[config.mk]
export PLATFORM = sky130hd
export DESIGN_NAME = fxp_seq_multiplier
export DESIGN_NICKNAME = d
export VERILOG_FILES = /design/src/rtl/fxp_pkg.sv /design/src/rtl/fxp_round_sat.sv /design/src/rtl/fxp_seq_multiplier.sv
export SDC_FILE = /design/constraint.sdc
export NUM_CORES = 1
export LEC_CHECK = 0
export BUFFER_PORTS_ARGS = -buffer_cell sky130_fd_sc_hd__clkbuf_2
export CAP_MARGIN = 20
export CORE_AREA = 2 2 109 122
export DETAILED_ROUTE_END_ITERATION = 7
export DIE_AREA = 0 0 111 124
export PLACE_DENSITY = 0.52
export SLEW_MARGIN = 5
export SYNTH_ARGS = -nofsm -noshare
export SYNTH_HDL_FRONTEND = slang
export SYNTH_SLANG_ARGS = --single-unit
export TNS_END_PERCENT = 10
[constraint.sdc]
create_clock -name clk -period 2.65 [get_ports clk]
set_input_delay 0.1325 -clock clk [delete_from_list [all_inputs] [get_ports clk]]
set_output_delay 0.1325 -clock clk [all_outputs]
set_load 0.01 [all_outputs]
[src/rtl/fxp_pkg.sv]
// Shared definitions for the fixed-point sequential multiplier.
//   fxp_state_e   : controller states (IDLE, CALC, NORM, DONE)
//   ROUND_TRUNC   : drop the fraction bits below the result LSB
//   ROUND_HALF_UP : add the first dropped bit back into the magnitude
package fxp_pkg;

    typedef enum logic [1:0] {
        IDLE = 2'd0,
        CALC = 2'd1,
        NORM = 2'd2,
        DONE = 2'd3
    } fxp_state_e;

    localparam int ROUND_TRUNC   = 0;
    localparam int ROUND_HALF_UP = 1;

endpackage : fxp_pkg

[src/rtl/fxp_round_sat.sv]
// Normalisation stage: rescales the raw 2M-bit magnitude product back to the
// word format, optionally rounds, saturates and fixes the sign of zero.
//   prod    : raw magnitude product (2M bits, 2*FRAC_BITS fraction bits)
//   sign_in : sign(a) XOR sign(b)
//   mag     : result magnitude (M bits)
//   sign    : result sign, never set for a zero magnitude
//   ovf     : magnitude was saturated
module fxp_round_sat
    import fxp_pkg::*;
#(
    parameter int INT_BITS   = 4,
    parameter int FRAC_BITS  = 11,
    parameter int ROUND_MODE = ROUND_HALF_UP,
    localparam int M         = INT_BITS + FRAC_BITS,
    localparam int RW        = 2 * M - FRAC_BITS + 1
) (
    input  logic [2*M-1:0] prod,
    input  logic           sign_in,
    output logic [M-1:0]   mag,
    output logic           sign,
    output logic           ovf
);

    logic [RW-1:0] shifted_s;
    logic [RW-1:0] rounded_s;
    logic          round_bit_s;

    // Rescale, round, saturate and suppress negative zero.
    always_comb begin
        shifted_s = RW'(prod >> FRAC_BITS);
        if (ROUND_MODE == ROUND_HALF_UP) begin
            round_bit_s = prod[FRAC_BITS-1];
        end else begin
            round_bit_s = 1'b0;
        end
        // One spare MSB so the rounding carry cannot wrap.
        rounded_s = shifted_s + RW'(round_bit_s);
        if (|rounded_s[RW-1:M]) begin
            mag = {M{1'b1}};
            ovf = 1'b1;
        end else begin
            mag = rounded_s[M-1:0];
            ovf = 1'b0;
        end
        if (mag != {M{1'b0}}) begin
            sign = sign_in;
        end else begin
            sign = 1'b0;
        end
    end

endmodule : fxp_round_sat

[src/rtl/fxp_seq_multiplier.sv]
// Sign-magnitude fixed-point multiplier, one multiplier bit per clock.
//   clk, rst_n        : rising-edge clock, asynchronous active-low reset
//   clear             : synchronous abort back to IDLE
//   in_valid/in_ready : operand handshake (a = multiplicand, b = multiplier)
//   out_valid/out_ready : result handshake (p = product, ovf = saturated)
// Latency is M+1 edges from operand handshake to out_valid.
module fxp_seq_multiplier
    import fxp_pkg::*;
#(
    parameter int INT_BITS   = 4,
    parameter int FRAC_BITS  = 11,
    parameter int ROUND_MODE = ROUND_HALF_UP,
    localparam int M         = INT_BITS + FRAC_BITS,
    localparam int W         = M + 1
) (
    input  logic         clk,
    input  logic         rst_n,
    input  logic         clear,
    input  logic         in_valid,
    output logic         in_ready,
    input  logic [W-1:0] a,
    input  logic [W-1:0] b,
    output logic         out_valid,
    input  logic         out_ready,
    output logic [W-1:0] p,
    output logic         ovf
);

    localparam int CW = $clog2(M + 1);

    fxp_state_e     state_q, state_d;
    logic [M-1:0]   mcand_q, mcand_d;
    logic [M-1:0]   mplier_q, mplier_d;
    logic [2*M-1:0] acc_q, acc_d;
    logic [CW-1:0]  cnt_q, cnt_d;
    logic           sign_q, sign_d;
    logic [W-1:0]   p_q, p_d;
    logic           ovf_q, ovf_d;

    logic [M:0]     sum_s;
    logic [M-1:0]   rs_mag_s;
    logic           rs_sign_s;
    logic           rs_ovf_s;

    fxp_round_sat #(
        .INT_BITS  (INT_BITS),
        .FRAC_BITS (FRAC_BITS),
        .ROUND_MODE(ROUND_MODE)
    ) u_round_sat (
        .prod   (acc_q),
        .sign_in(sign_q),
        .mag    (rs_mag_s),
        .sign   (rs_sign_s),
        .ovf    (rs_ovf_s)
    );

    // State register.
    always_ff @(posedge clk or negedge rst_n) begin
        if (!rst_n) begin
            state_q <= IDLE;
        end else begin
            state_q <= state_d;
        end
    end

    // Next-state logic; clear wins over every other transition.
    always_comb begin
        state_d = state_q;
        if (clear) begin
            state_d = IDLE;
        end else begin
            case (state_q)
                IDLE: begin
                    if (in_valid) begin
                        state_d = CALC;
                    end else begin
                        state_d = IDLE;
                    end
                end
                CALC: begin
                    if (cnt_q == CW'(M - 1)) begin
                        state_d = NORM;
                    end else begin
                        state_d = CALC;
                    end
                end
                NORM: state_d = DONE;
                DONE: begin
                    if (out_ready) begin
                        state_d = IDLE;
                    end else begin
                        state_d = DONE;
                    end
                end
                default: state_d = IDLE;
            endcase
        end
    end

    // Handshake outputs decoded from the state register.
    always_comb begin
        in_ready  = (state_q == IDLE);
        out_valid = (state_q == DONE);
    end

    // Datapath next values. The accumulator shifts right each step: the upper
    // half absorbs the partial product while finished low bits move down.
    always_comb begin
        mcand_d  = mcand_q;
        mplier_d = mplier_q;
        acc_d    = acc_q;
        cnt_d    = cnt_q;
        sign_d   = sign_q;
        p_d      = p_q;
        ovf_d    = ovf_q;
        if (mplier_q[0]) begin
            sum_s = {1'b0, acc_q[2*M-1:M]} + {1'b0, mcand_q};
        end else begin
            sum_s = {1'b0, acc_q[2*M-1:M]};
        end
        if (clear) begin
            // Abort: p keeps its last value, ovf drops.
            ovf_d = 1'b0;
        end else begin
            case (state_q)
                IDLE: begin
                    if (in_valid) begin
                        mcand_d  = a[M-1:0];
                        mplier_d = b[M-1:0];
                        sign_d   = a[W-1] ^ b[W-1];
                        acc_d    = {(2*M){1'b0}};
                        cnt_d    = {CW{1'b0}};
                    end else begin
                        cnt_d    = cnt_q;
                    end
                end
                CALC: begin
                    acc_d    = {sum_s, acc_q[M-1:1]};
                    mplier_d = mplier_q >> 1;
                    cnt_d    = cnt_q + CW'(1);
                end
                NORM: begin
                    p_d   = {rs_sign_s, rs_mag_s};
                    ovf_d = rs_ovf_s;
                end
                DONE: begin
                    p_d = p_q;
                end
                default: begin
                    p_d = p_q;
                end
            endcase
        end
    end

    // Datapath registers.
    always_ff @(posedge clk or negedge rst_n) begin
        if (!rst_n) begin
            mcand_q  <= {M{1'b0}};
            mplier_q <= {M{1'b0}};
            acc_q    <= {(2*M){1'b0}};
            cnt_q    <= {CW{1'b0}};
            sign_q   <= 1'b0;
            p_q      <= {W{1'b0}};
            ovf_q    <= 1'b0;
        end else begin
            mcand_q  <= mcand_d;
            mplier_q <= mplier_d;
            acc_q    <= acc_d;
            cnt_q    <= cnt_d;
            sign_q   <= sign_d;
            p_q      <= p_d;
            ovf_q    <= ovf_d;
        end
    end

    assign p   = p_q;
    assign ovf = ovf_q;

endmodule : fxp_seq_multiplier

==> flow_summary.toml <==
[critical_path]
crit_family = "compound AO/OA/AOI/OAI gates"
critPathArrivalTime_ns = 2.69
critical-path-max-stage-delay_ns = 0.44
crit_path_frequent_cell = "sky130_fd_sc_hd__a31oi_1"
critPathRequiredTime_ns = 2.91
timing_worst_setup_path_type = "reg -> reg"
ordered_cell_list_for_the_critical_path = "ha_1 -> fa_1 -> a211o_1 -> o211ai_1 -> a31oi_1 -> a31oi_1 -> mux2_2 -> nand2_1"
worstPathBufferInverterCount = 0
crit_path_start_kind = "flop"
cp_max_fo = 4
cp_slowest_cell = "sky130_fd_sc_hd__fa_1"
worstSetupEndpointType = "flop"

[global_route]
grt_pass1_wl_mm = 16.6
grt_start_max_net_pins = 75
track_usage_pct = 15.1
via_count_of_the_first_global_routing_pass = 3318
globalRoute.totalOverflow = 0
antenna_found_initial = 0

[synth]
synth-edff-count = 0
yosys_warnings = 0
syn_area_mm2 = 0.00431
asyncSetResetFlopFracSynth_pct = 100
synthDominantCellAreaShare_pct = 43.0
postSynthAreaPerCell_um2 = 9.91
most_used_flip_flop_cell_after_synthesis = "sky130_fd_sc_hd__dfrtp_1"
syn_nets = 492
postSynthCellCount = 435
yosysTopAreaCell = "sky130_fd_sc_hd__dfrtp_1"
yosysUniqueCellTypes = 54
synth_top_cells_by_area = "sky130_fd_sc_hd__dfrtp_1 (43%), sky130_fd_sc_hd__ha_1 (5.5%), sky130_fd_sc_hd__mux2i_1 (5.1%)"
synth_sequential_area_ratio_pct = 43.0
number_of_synthesized_register_bits = 74

[route]
final_antenna_net_count = 0
drt_first_iter_violations = 130
detail_route.first_pass.iterations = 4
routed_via_density = 5.19
drc = 0
routed_len_inst_um = 15.1
routed_wl_mm = 9.74
num_vias = 3361

[final_layout]
final_layout_size_suffix_gt1_share_pct = 24.9
seq_area_mm2 = 0.00185
nNetsFinal = 546
layout.cells.most_common_list = "sky130_fd_sc_hd__dfrtp_1 (74), sky130_fd_sc_hd__clkbuf_2 (54), sky130_fd_sc_hd__nand2_1 (45)"
final_common_cell = "sky130_fd_sc_hd__dfrtp_1"
multi_input_comb_area_mm2 = 0.00230
area.growth.synth_to_final_pct = 16.8
fillers = 1237
antenna_cells_inserted = 0

[hold_path]
timing.hold.worst.class = "in -> reg"

[sta]
timing.fmax_mhz = 411
setup_repair_after_global_routing_missed_its_margin = "no"
setup_viol_count_final = 0
report.final.slew_viol_count = 0
hold_viol = 0
timing.clock.skew_ns = 0.00660
layout_min_cycle_time_ns = 2.43
worstMarginPinSlew_ns = 0.954
relSlewSlack_pct = 36.4
setup-tns-final_ns = 0
finalCritPeriodShare_pct = 91.7

[status]
run_status = "finished clean"

[clock_network]
postCtsSetupBuffers = 0
cts.sink_count = 74
clock_latency_ns = 0.33
root_buffer = "sky130_fd_sc_hd__clkbuf_16"
postcts_resize_cnt = 0
tritoncts_clock_tree = "built"
clk_path_buf_depth = 2
cts.reportedPaths.clkPinSlew_ns = 0.06
number_of_clock_buffers_inserted_by_tritoncts = 9
clock_tree.htree_level_count = 3

[flow_run]
max-cap-violations = 0

[pwr]
vdd_drop_max_mv = 0.270
power_density_mw_per_mm2 = 708
power_total_mw = 3.56
power.static_leakage_nw = 2.29

[floorplanning]
die_height_um = 124
die_w_um = 111
die_area_mm2 = 0.0138
ios = 56
rows = 43
fp.coreArea_mm2 = 0.0124
initial_core_util_pct = 34.7

[placement]
port_buffers = 55
finalWeightedCongestion = 0.916
dp_hpwl_mm = 7.13
## sequential cells by signal, summed over array words and instances, names as in the netlist
signal    flops
acc_q        20
ovf           1
p            16
state_q       2
cnt_q         4
sign_q        1
mplier_q     15
mcand_q      15
## cell type report
cell class / instances / area share, %
Timing Repair Buffer: 70 / 8.05
Tap cell: 157 / 3.90
Multi-Input combinational cell: 325 / 45.7
Inverter: 9 / 0.671
Clock inverter: 1 / 0.0994
Clock buffer: 11 / 4.82
Sequential cell: 74 / 36.8
## worst reg2reg max path: stages, from the launching register on
cell and delay [ns]:
sky130_fd_sc_hd__dfrtp_1 0.37, sky130_fd_sc_hd__ha_1 0.24, sky130_fd_sc_hd__fa_1 0.44, sky130_fd_sc_hd__a211o_1 0.28, sky130_fd_sc_hd__o211ai_1 0.18, sky130_fd_sc_hd__a31oi_1 0.23, sky130_fd_sc_hd__a31oi_1 0.23, sky130_fd_sc_hd__mux2_2 0.35
sky130_fd_sc_hd__nand2_1 0.06
## through the flow
step	area [µm²]	worst slack, ns	cells	util (%)	hold WS [ns]
after floorplan	4310	0.328	435	-	-0.163
after global placement	4780	0.283	634	38.4	0.351
after detailed placement	4780	0.229	634	38.4	0.348
after CTS	5030	0.217	647	40.5	0.0243
after global routing	5030	0.0946	647	40.5	0.0199
final	5030	0.220	647	40.5	0.0356
## path summary, 6_finish.rpt
path	from	end	slack [ns]	depth (start not counted)
worst min-delay path	a[12]	mcand_q[12]	0.04	2
max in group asynchronous	rst_n	mcand_q[0]	1.52	2
min in group asynchronous	rst_n	p[12]	0.49	2
worst min register to register	mplier_q[12]	mplier_q[12]	0.48	2
worst max register to register	mcand_q[0]	acc_q[26]	0.22	8
worst max-delay path	mcand_q[0]	acc_q[26]	0.22	8
## cells by family after synthesis
kind of cell,Yosys count,synth area share (%)
buffers and inverters,36,4.15
AOI/OAI and AO/OA,117,17.6
and+or+nand+nor,125,14.8
DFF,74,43.0
muxes,39,9.55
xor gates and xnor gates,24,4.88
adders and majority gates,20,5.98
## routing by layer
metal,vias to the layer above,global-route usage [%],wire length (µm)
met3,11,3.89,418
met4,0,4.14,114
met5,-,0,0
li1,1662,-,-
met1,1611,19.7,4670
met2,77,25.0,4540
## synth_stat cells (2+ instances only)
master / number
sky130_fd_sc_hd__dfrtp_1: 74
sky130_fd_sc_hd__nand2_1: 45
sky130_fd_sc_hd__o21ai_0: 39
sky130_fd_sc_hd__nor2_1: 33
sky130_fd_sc_hd__a21oi_1: 22
sky130_fd_sc_hd__mux2i_1: 22
sky130_fd_sc_hd__ha_1: 19
sky130_fd_sc_hd__mux2_2: 17
sky130_fd_sc_hd__xnor2_1: 14
sky130_fd_sc_hd__buf_2: 11
sky130_fd_sc_hd__clkbuf_1: 10
sky130_fd_sc_hd__xor2_1: 10
sky130_fd_sc_hd__a21oi_2: 9
sky130_fd_sc_hd__inv_1: 9
sky130_fd_sc_hd__nor3_1: 8
sky130_fd_sc_hd__a22o_1: 7
sky130_fd_sc_hd__a21o_1: 6
sky130_fd_sc_hd__a22oi_1: 6
sky130_fd_sc_hd__a31oi_1: 6
sky130_fd_sc_hd__nand3_1: 6
sky130_fd_sc_hd__and3_1: 5
sky130_fd_sc_hd__a211oi_1: 4
sky130_fd_sc_hd__o21a_1: 4
sky130_fd_sc_hd__or2_2: 4
sky130_fd_sc_hd__a32oi_1: 3
sky130_fd_sc_hd__buf_4: 3
sky130_fd_sc_hd__o211ai_1: 3
sky130_fd_sc_hd__or3_1: 3
sky130_fd_sc_hd__a211o_1: 2
sky130_fd_sc_hd__clkbuf_2: 2
sky130_fd_sc_hd__nand2b_1: 2
sky130_fd_sc_hd__nand4_1: 2
sky130_fd_sc_hd__nor2_2: 2
sky130_fd_sc_hd__nor2b_1: 2
sky130_fd_sc_hd__nor4b_1: 2
## power breakdown
group          internal [mW]  leakage, nW  switching (mW)  total [mW]
clock network          0.636        0.123           0.428        1.06
logic                  0.476         1.24           0.560        1.04
registers               1.29        0.931           0.177        1.46
## repair_timing
item	CTS	global route
setup endpoints to repair	0	0
endpoints found under the hold margin	17	0
hold buffers	1	0
No activity file was read; power rests on OpenSTA's default activity.
